File: src/rtl/target_word_sched.sv
// Round controller: picks each game's secret word from the target-word ROM using an LFSR
// draw with recent-history rejection, then latches the word for the evaluator/display.
module target_word_sched #(
  parameter int         NUM_WORDS  = 100,
  parameter int         IDX_W      = 7,
  parameter int         HIST_DEPTH = 4,
  parameter logic [6:0] LFSR_SEED  = 7'h5A
) (
  input  logic             clk,
  input  logic             rst_n,
  input  logic             start_req,
  input  logic             force_en,
  input  logic [IDX_W-1:0] force_idx,
  output logic [IDX_W-1:0] rom_index,
  input  logic [24:0]      rom_word,
  output logic [24:0]      word,
  output logic [IDX_W-1:0] word_idx,
  output logic             word_valid,
  output logic             busy,
  output logic [7:0]       rounds
);

  typedef enum logic [2:0] {
    IDLE  = 3'd0,
    DRAW  = 3'd1,
    CHECK = 3'd2,
    LOAD  = 3'd3,
    READY = 3'd4
  } state_t;

  localparam logic [IDX_W-1:0] NUM_WORDS_C = IDX_W'(NUM_WORDS);

  state_t                              state_reg, state_next;
  logic   [6:0]                        lfsr_reg;
  logic   [IDX_W-1:0]                  cand_reg, cand_next;
  logic   [IDX_W-1:0]                  rom_index_reg, rom_index_next;
  logic                                word_valid_reg, word_valid_next;
  logic   [24:0]                       word_reg;
  logic   [IDX_W-1:0]                  word_idx_reg;
  logic   [7:0]                        rounds_reg;
  logic                                load_en;

  logic   [HIST_DEPTH-1:0][IDX_W-1:0]  hist_idx_reg, hist_idx_next;
  logic   [HIST_DEPTH-1:0]             hist_vld_reg, hist_vld_next;
  logic   [HIST_DEPTH-1:0]             hit;

  // History is a shift register: slot 0 takes the newly loaded index, the oldest falls off.
  genvar gi;
  generate
    for (gi = 0; gi < HIST_DEPTH; gi++) begin : g_hist
      assign hit[gi] = hist_vld_reg[gi] && (hist_idx_reg[gi] == cand_reg);
      if (gi == 0) begin : g_head
        assign hist_idx_next[gi] = cand_reg;
        assign hist_vld_next[gi] = 1'b1;
      end else begin : g_tail
        assign hist_idx_next[gi] = hist_idx_reg[gi-1];
        assign hist_vld_next[gi] = hist_vld_reg[gi-1];
      end
    end
  endgenerate

  always_ff @(posedge clk or negedge rst_n) begin
    if (!rst_n) begin
      state_reg      <= IDLE;
      lfsr_reg       <= LFSR_SEED;
      cand_reg       <= '0;
      rom_index_reg  <= '0;
      word_valid_reg <= 1'b0;
      word_reg       <= '0;
      word_idx_reg   <= '0;
      rounds_reg     <= '0;
      hist_idx_reg   <= '0;
      hist_vld_reg   <= '0;
    end else begin
      state_reg      <= state_next;
      lfsr_reg       <= {lfsr_reg[5:0], lfsr_reg[6] ^ lfsr_reg[5]};
      cand_reg       <= cand_next;
      rom_index_reg  <= rom_index_next;
      word_valid_reg <= word_valid_next;
      if (load_en) begin
        word_reg     <= rom_word;
        word_idx_reg <= cand_reg;
        hist_idx_reg <= hist_idx_next;
        hist_vld_reg <= hist_vld_next;
        if (rounds_reg != 8'hFF) begin
          rounds_reg <= rounds_reg + 8'd1;
        end
      end
    end
  end

  // rom_index is set one edge ahead of LOAD so it is stable for the whole LOAD cycle.
  always_comb begin
    state_next      = state_reg;
    cand_next       = cand_reg;
    rom_index_next  = rom_index_reg;
    word_valid_next = word_valid_reg;
    load_en         = 1'b0;
    case (state_reg)
      IDLE, READY: begin
        if (start_req) begin
          word_valid_next = 1'b0;
          if (force_en && (force_idx < NUM_WORDS_C)) begin
            cand_next      = force_idx;
            rom_index_next = force_idx;
            state_next     = LOAD;
          end else begin
            state_next = DRAW;
          end
        end
      end
      DRAW: begin
        cand_next  = IDX_W'(lfsr_reg - 7'd1);
        state_next = CHECK;
      end
      CHECK: begin
        if ((cand_reg < NUM_WORDS_C) && !(|hit)) begin
          rom_index_next = cand_reg;
          state_next     = LOAD;
        end else begin
          state_next = DRAW;
        end
      end
      LOAD: begin
        load_en         = 1'b1;
        word_valid_next = 1'b1;
        state_next      = READY;
      end
      default: state_next = IDLE;
    endcase
  end

  assign rom_index  = rom_index_reg;
  assign word       = word_reg;
  assign word_idx   = word_idx_reg;
  assign word_valid = word_valid_reg;
  assign rounds     = rounds_reg;
  assign busy       = (state_reg == DRAW) || (state_reg == CHECK) || (state_reg == LOAD);

endmodule

File: config.mk
export PLATFORM = sky130hd
export DESIGN_NAME = target_word_sched
export DESIGN_NICKNAME = d
export VERILOG_FILES = /design/src/rtl/target_word_sched.sv
export SDC_FILE = /design/constraint.sdc
export NUM_CORES = 1
export LEC_CHECK = 0
export CORE_MARGIN = 2
export CORE_UTILIZATION = 46
export DETAILED_ROUTE_END_ITERATION = 8
export GPL_TIMING_DRIVEN = 0
export PLACE_DENSITY = 0.75
export RECOVER_POWER = 50
export REMOVE_ABC_BUFFERS = 1
export SETUP_SLACK_MARGIN = 0.3
export SLEW_MARGIN = 20
export SYNTH_ARGS = -nofsm -noshare
export SYNTH_HDL_FRONTEND = slang
export SYNTH_SLANG_ARGS = --single-unit
File: constraint.sdc
create_clock -name clk -period 1.85 [get_ports clk]
set_input_delay 0.37 -clock clk [delete_from_list [all_inputs] [get_ports clk]]
set_output_delay 0.37 -clock clk [all_outputs]
set_load 0.005 [all_outputs]
==> flow_metrics.tcl, run 1 <==
set metrics [dict create \
    cts_buffers 9 \
    ant_nets 0 \
    crit_buf_inv 2 \
    num_rows 34 \
    antenna_found_initial 0 \
    io_buffers 84 \
    fmax_mhz 518 \
    hp-start "lfsr_reg[3]" \
    place_inst 469 \
    ys_ff_latch 90 \
    fin_crit_ns 1.93 \
    peakVddDrop_uv 963 \
    final_cell_mix "dfrtp_1, mux2_4, dlygate4sd2_1, buf_4, clkdlybuf4s50_1" \
    yosysUniqueCellTypes 33 \
    arrival_ns 2.17 \
    drtPass1Iterations 4 \
    first_global_vias 3107 \
    max_slew.worst_pin.slew_ns 0.431 \
    hold_depth 0 \
    initial_core_util 0.470 \
    drive_above_1_share 0.459 \
    syn_to_final_growth_pct 59.7 \
    period_share 1.04 \
    use_met3 0.0515 \
    wl_per_cell_um 19.8 \
    via_per_inst 5.26 \
    setup_violations 11 \
    die_w_um 97.9 \
    power_density_nw_per_um2 1810 \
    routabilityCongestion 0.792 \
    cp_max_fo 7 \
    worstSkewPairLatency_ns 0.36 \
    rr_worst_depth 6 \
    grt_max_degree 48 \
    grt_pass1_wl_mm 16.4 \
    power_leakage_nw 3.07 \
    syn_area_per_cell_sq_um 13.7 \
    crit_start "cand_reg[3]" \
    worstSetupEndpointType "flop" \
    cp_cell_sequence "buf_4 -> o311ai_4 -> o211ai_2 -> o31ai_4 -> buf_6 -> mux2_4" \
    slowest_delay_ns 0.48 \
    instances_no_fill 568 \
    clkTransAtPathRegs_ns 0.08 \
    dp_hpwl_mm 5.31 \
    async_flop_share 1.00 \
    hold_violations 0 \
    finalClockSkew_ns 0.0119 \
    rsz0062_at_grt "true" \
    startpoint_type "flop" \
    min_to "lfsr_reg[4]" \
    maxSlewHeadroom 0.713 \
    fin_util 0.750 \
    pin_count 85 \
    status "finished with violations" \
    synth_edf_count 0 \
    post-place-ws_ns -0.867 \
    cpMaxStageDelayCell "dfrtp_2" \
    synthCells 296 \
    clockBufferDepth 2 \
    initialDrtViolationCount 132 \
    netlist_area_sq_um 4060 \
    fillers 507 \
    vias 2986 \
    cts_tree "built" \
    nets 493 \
    cts-root-buf "clkbuf_8" \
    violations "negative setup slack" \
    crit_family "compound AO/OA/AOI/OAI gates" \
    path_class "flop to flop" \
    htreeDepth 3 \
    yosysWarnings 0 \
    r2r-end "rom_index[6]" \
    cp.required_ns 2.09 \
    num_antenna_cells 0 \
    grt_util_all_layers 0.219 \
    gr-max-usage-layer "met2" \
    gr-total-overflow 0 \
    maxSlewViolCount 0 \
    clock-sinks 90 \
    use_met1 0.268 \
    largest_reg_flops 25 \
    setup_slack_ns -0.0802 \
    placeableCoreArea_sq_um 8640 \
    hp-class "flop to flop" \
    ys_seq_area_frac 0.556 \
    final_common_cell "dfrtp_1" \
    rrSetupSlack_ns -0.08 \
    wl_mm 11.2 \
    synth_ff_type "dfrtp_1" \
    die_h_um 97.9 \
    grtUsageMet2 0.377 \
    dieArea_sq_um 9590 \
    remaining_drc_errors 0 \
    r2r_start "cand_reg[3]" \
    p_total_w 0.0117 \
    maxCapViolCount 0 \
]
-- metrics by stage --
| step | TNS [ns] | area, sq um | hold WS, ns |
|---|---|---|---|
| 2_1_floorplan | -38.95 | 3900 | 0.0744 |
| 3_3_place_gp | -346.61 | 4870 | 0.382 |
| 3_5_place_dp | -12.52 | 4930 | 0.321 |
| 4_1_cts | -0.687 | 6020 | 0.397 |
| 5_1_grt | -1.23 | 6480 | 0.436 |
| 6_report | -0.488 | 6480 | 0.426 |
-- what timing repair did --
| action | 4_1_cts | 5_1_grt |
|---|---|---|
| hold buffers | 1 | 0 |
| pin swaps | 19 | 22 |
| gates cloned | 9 | 2 |
| hold endpoints to repair | 39 | 0 |
| resized for setup | 167 | 54 |
| buffers inserted | 45 | 26 |
| setup endpoints to repair | 109 | 84 |
-- power breakdown --
| group | internal [W] | switching (W) |
|---|---|---|
| clock | 0.000622 | 0.000732 |
| sequential | 0.00286 | 0.000819 |
| combinational | 0.00423 | 0.00245 |
-- layout make-up --
type	instances	area (sq um)	area share
sequential	90	2270	0.350
multi-input combinational	185	2080	0.321
timing repair buffer	166	1790	0.277
tap	108	135	0.0209
clock buffer	9	124	0.0191
clock inverter	7	68.8	0.0106
inverter	3	11.3	0.00174
-- worst reg2reg max path: stages (launching register included) --
cell      delay (ns)
dfrtp_2         0.48
buf_4           0.18
o311ai_4        0.28
o211ai_2        0.16
o31ai_4         0.24
buf_6           0.18
mux2_4          0.30
-- routing by layer --
metal / routed length, um / vias to the layer above
li1: - / 1339
met1: 4660 / 1526
met2: 5800 / 94
met3: 519 / 27
met4: 265 / 0
met5: 0 / -
-- cell usage after synthesis (all sizes together) (2+ instances only) --
master / instances / share of area
a21oi: 2 / 0.0025
and3: 2 / 0.0031
buf: 18 / 0.031
clkbuf: 3 / 0.0077
dfrtp: 86 / 0.53
dfstp: 4 / 0.026
ha: 2 / 0.0062
inv: 3 / 0.0028
mux2: 74 / 0.21
mux2i: 5 / 0.012
nand2: 12 / 0.011
nand4: 11 / 0.019
nor2: 11 / 0.010
nor3b: 2 / 0.0065
o21ai: 8 / 0.0099
o311ai: 2 / 0.0043
xnor2: 28 / 0.060
xor2: 13 / 0.028
-- cells by family (layout without fill, tap and decap cells) --
logic type,after synthesis,after routing,share of synthesized area
AO/OA/AOI/OAI,16,16,0.0305
XOR/XNOR,41,41,0.0885
adder cells (fa/ha/maj),2,2,0.00617
multiplexers,79,79,0.218
AND/OR/NAND/NOR,44,47,0.0586
flip-flops,90,90,0.556
buffers and inverters,24,185,0.0419
-- how the worst max path moves through the flow --
stage / endpoint / slack [ns] / depth (start not counted)
6_report: rom_index[6] / -0.08 / 6
5_1_grt: rounds[5] / -0.13 / 9
4_1_cts: rom_index[6] / -0.12 / 4
3_5_place_dp: rom_index[0] / -0.87 / 5
3_3_place_gp: word[23] / -2.91 / 1
2_1_floorplan: rounds[5] / -1.01 / 6
No activity file was read; power rests on OpenSTA's default activity.
==> run 2: changes to the inputs <==
CORE_ASPECT_RATIO = 1.75   (was not set)
==> run 2 against run 1 <==
Net effect: the flow still finishes with violations (negative setup slack); sequential share of layout area rose by 1.8 points; clock power grew 32%; register-to-register slack lost 0.02 ns; count of clock-buffer cells in the layout grew 1; critical path type unchanged; worst hold slack worse by 0.0099 ns; die area rose by 0.31%; utilization decreased by 3.5 points; final cell count shrank 3.2%.
==> flow_metrics.tcl, run 2 (synthesized netlist as in run 1, its figures left out) <==
set metrics [dict create \
    worstSetupEndpointType "flop" \
    post-place-ws_ns -0.621 \
    fin_crit_ns 1.95 \
    remaining_drc_errors 0 \
    instances_no_fill 550 \
    p_total_w 0.0111 \
    cts-root-buf "clkbuf_16" \
    syn_to_final_growth_pct 51.9 \
    maxSlewViolCount 0 \
    ant_nets 0 \
    rsz0062_at_grt "true" \
    final_common_cell "dfrtp_1" \
    antenna_found_initial 0 \
    first_global_vias 3043 \
    io_buffers 84 \
    initial_core_util 0.471 \
    grt_pass1_wl_mm 16.0 \
    path_class "flop to flop" \
    placeableCoreArea_sq_um 8610 \
    cts_tree "built" \
    maxSlewHeadroom 0.447 \
    wl_mm 10.0 \
    setup_violations 51 \
    gr-total-overflow 0 \
    pin_count 85 \
    largest_reg_flops 25 \
    cp_max_fo 8 \
    routabilityCongestion 0.725 \
    nets 466 \
    drtPass1Iterations 4 \
    status "finished with violations" \
    finalClockSkew_ns 0.00744 \
    initialDrtViolationCount 132 \
    max_slew.worst_pin.slew_ns 0.829 \
    holdWs_ns 0.416 \
    peakVddDrop_uv 1050 \
    num_antenna_cells 0 \
    power_density_nw_per_um2 1800 \
    fin_tns_setup_ns -2.12 \
    clkTransAtPathRegs_ns 0.06 \
    die_w_um 75.0 \
    dieArea_sq_um 9610 \
    final_cell_mix "dfrtp_1, mux2_4, dlygate4sd2_1, clkdlybuf4s50_1, buf_4" \
    grt_max_degree 59 \
    clock-sinks 90 \
    dp_hpwl_mm 5.36 \
    arrival_ns 2.18 \
    htreeDepth 3 \
    cp_cell_sequence "buf_4 -> xnor2_2 -> nand4_1 -> nor2_2 -> o31ai_4 -> mux2_2" \
    drive_above_1_share 0.432 \
    clockBufferDepth 2 \
    cpMaxStageDelayCell "dfrtp_2" \
    num_rows 45 \
    hold_violations 0 \
    worstSkewPairLatency_ns 0.34 \
    startpoint_type "flop" \
    hp-class "flop to flop" \
    vias 2808 \
    slowest_delay_ns 0.49 \
    cp.required_ns 2.07 \
    wl_per_cell_um 18.2 \
    violations "negative setup slack" \
    cts_buffers 9 \
    period_share 1.06 \
    die_h_um 128 \
    place_inst 478 \
    power_leakage_nw 2.89 \
    maxCapViolCount 0 \
    via_per_inst 5.11 \
    setup_slack_ns -0.104 \
    grt_util_all_layers 0.227 \
    fmax_mhz 512 \
]
run 2: area by class of cell:
cell class,count,area (sq um)
fillers,554,2450
flip-flops and latches,90,2270
clock buffers,10,229
inverters,3,11.3
well taps,117,146
repair buffers,141,1470
multi-input cells,183,1980
clock inverters,6,57.6
run 2: path summary, 6_finish.rpt:
check,startpoint,to,slack (ns),cells past startpoint
worst max-delay path,cand_reg[3],rom_index[6],-0.10,6
worst min-delay path,lfsr_reg[1],lfsr_reg[2],0.42,0
worst max register to register,cand_reg[3],rom_index[6],-0.10,6
worst min register to register,lfsr_reg[1],lfsr_reg[2],0.42,0
max in group asynchronous,rst_n,cand_reg[6],0.12,3
min in group asynchronous,rst_n,word[23],0.67,2
run 2: timing repair:
action | 4_1_cts | 5_1_grt
resized for setup | 160 | 23
endpoints found under the hold margin | 32 | 0
setup endpoints to repair | 117 | 82
buffers inserted | 37 | 10
pin swaps | 15 | 13
cloned | 7 | 1
hold buffers | 1 | 0
run 2: layer usage:
layer / wire length (um) / track usage / part of all wire
met4: 346 / 0.117 / 0.035
met5: 0 / 0 / 0
met3: 262 / 0.0267 / 0.026
met2: 5390 / 0.373 / 0.54
met1: 4030 / 0.286 / 0.40
run 2: through the flow:
stage               utilization  instance area [sq um]
CTS                       0.698                   6010
global route              0.715                   6160
global placement          0.567                   4880
detailed placement        0.573                   4940
floorplan                     -                   3900
finish                    0.715                   6160
run 2: where the power goes:
group	leakage (nW)	total [W]	switching [W]	internal, W
registers	1.02	0.00370	0.000844	0.00286
clock network	0.142	0.00178	0.000747	0.00104
logic	1.73	0.00561	0.00201	0.00360
run 2: critical path, delay by kind of cell, from the launching register on:
kind	cells	cell delay, ns
AOI/OAI and AO/OA	1	0.49
xor gates and xnor gates	1	0.12
buffers and inverters	1	0.18
DFF	1	0.49
muxes	1	0.39
and+or+nand+nor	2	0.16
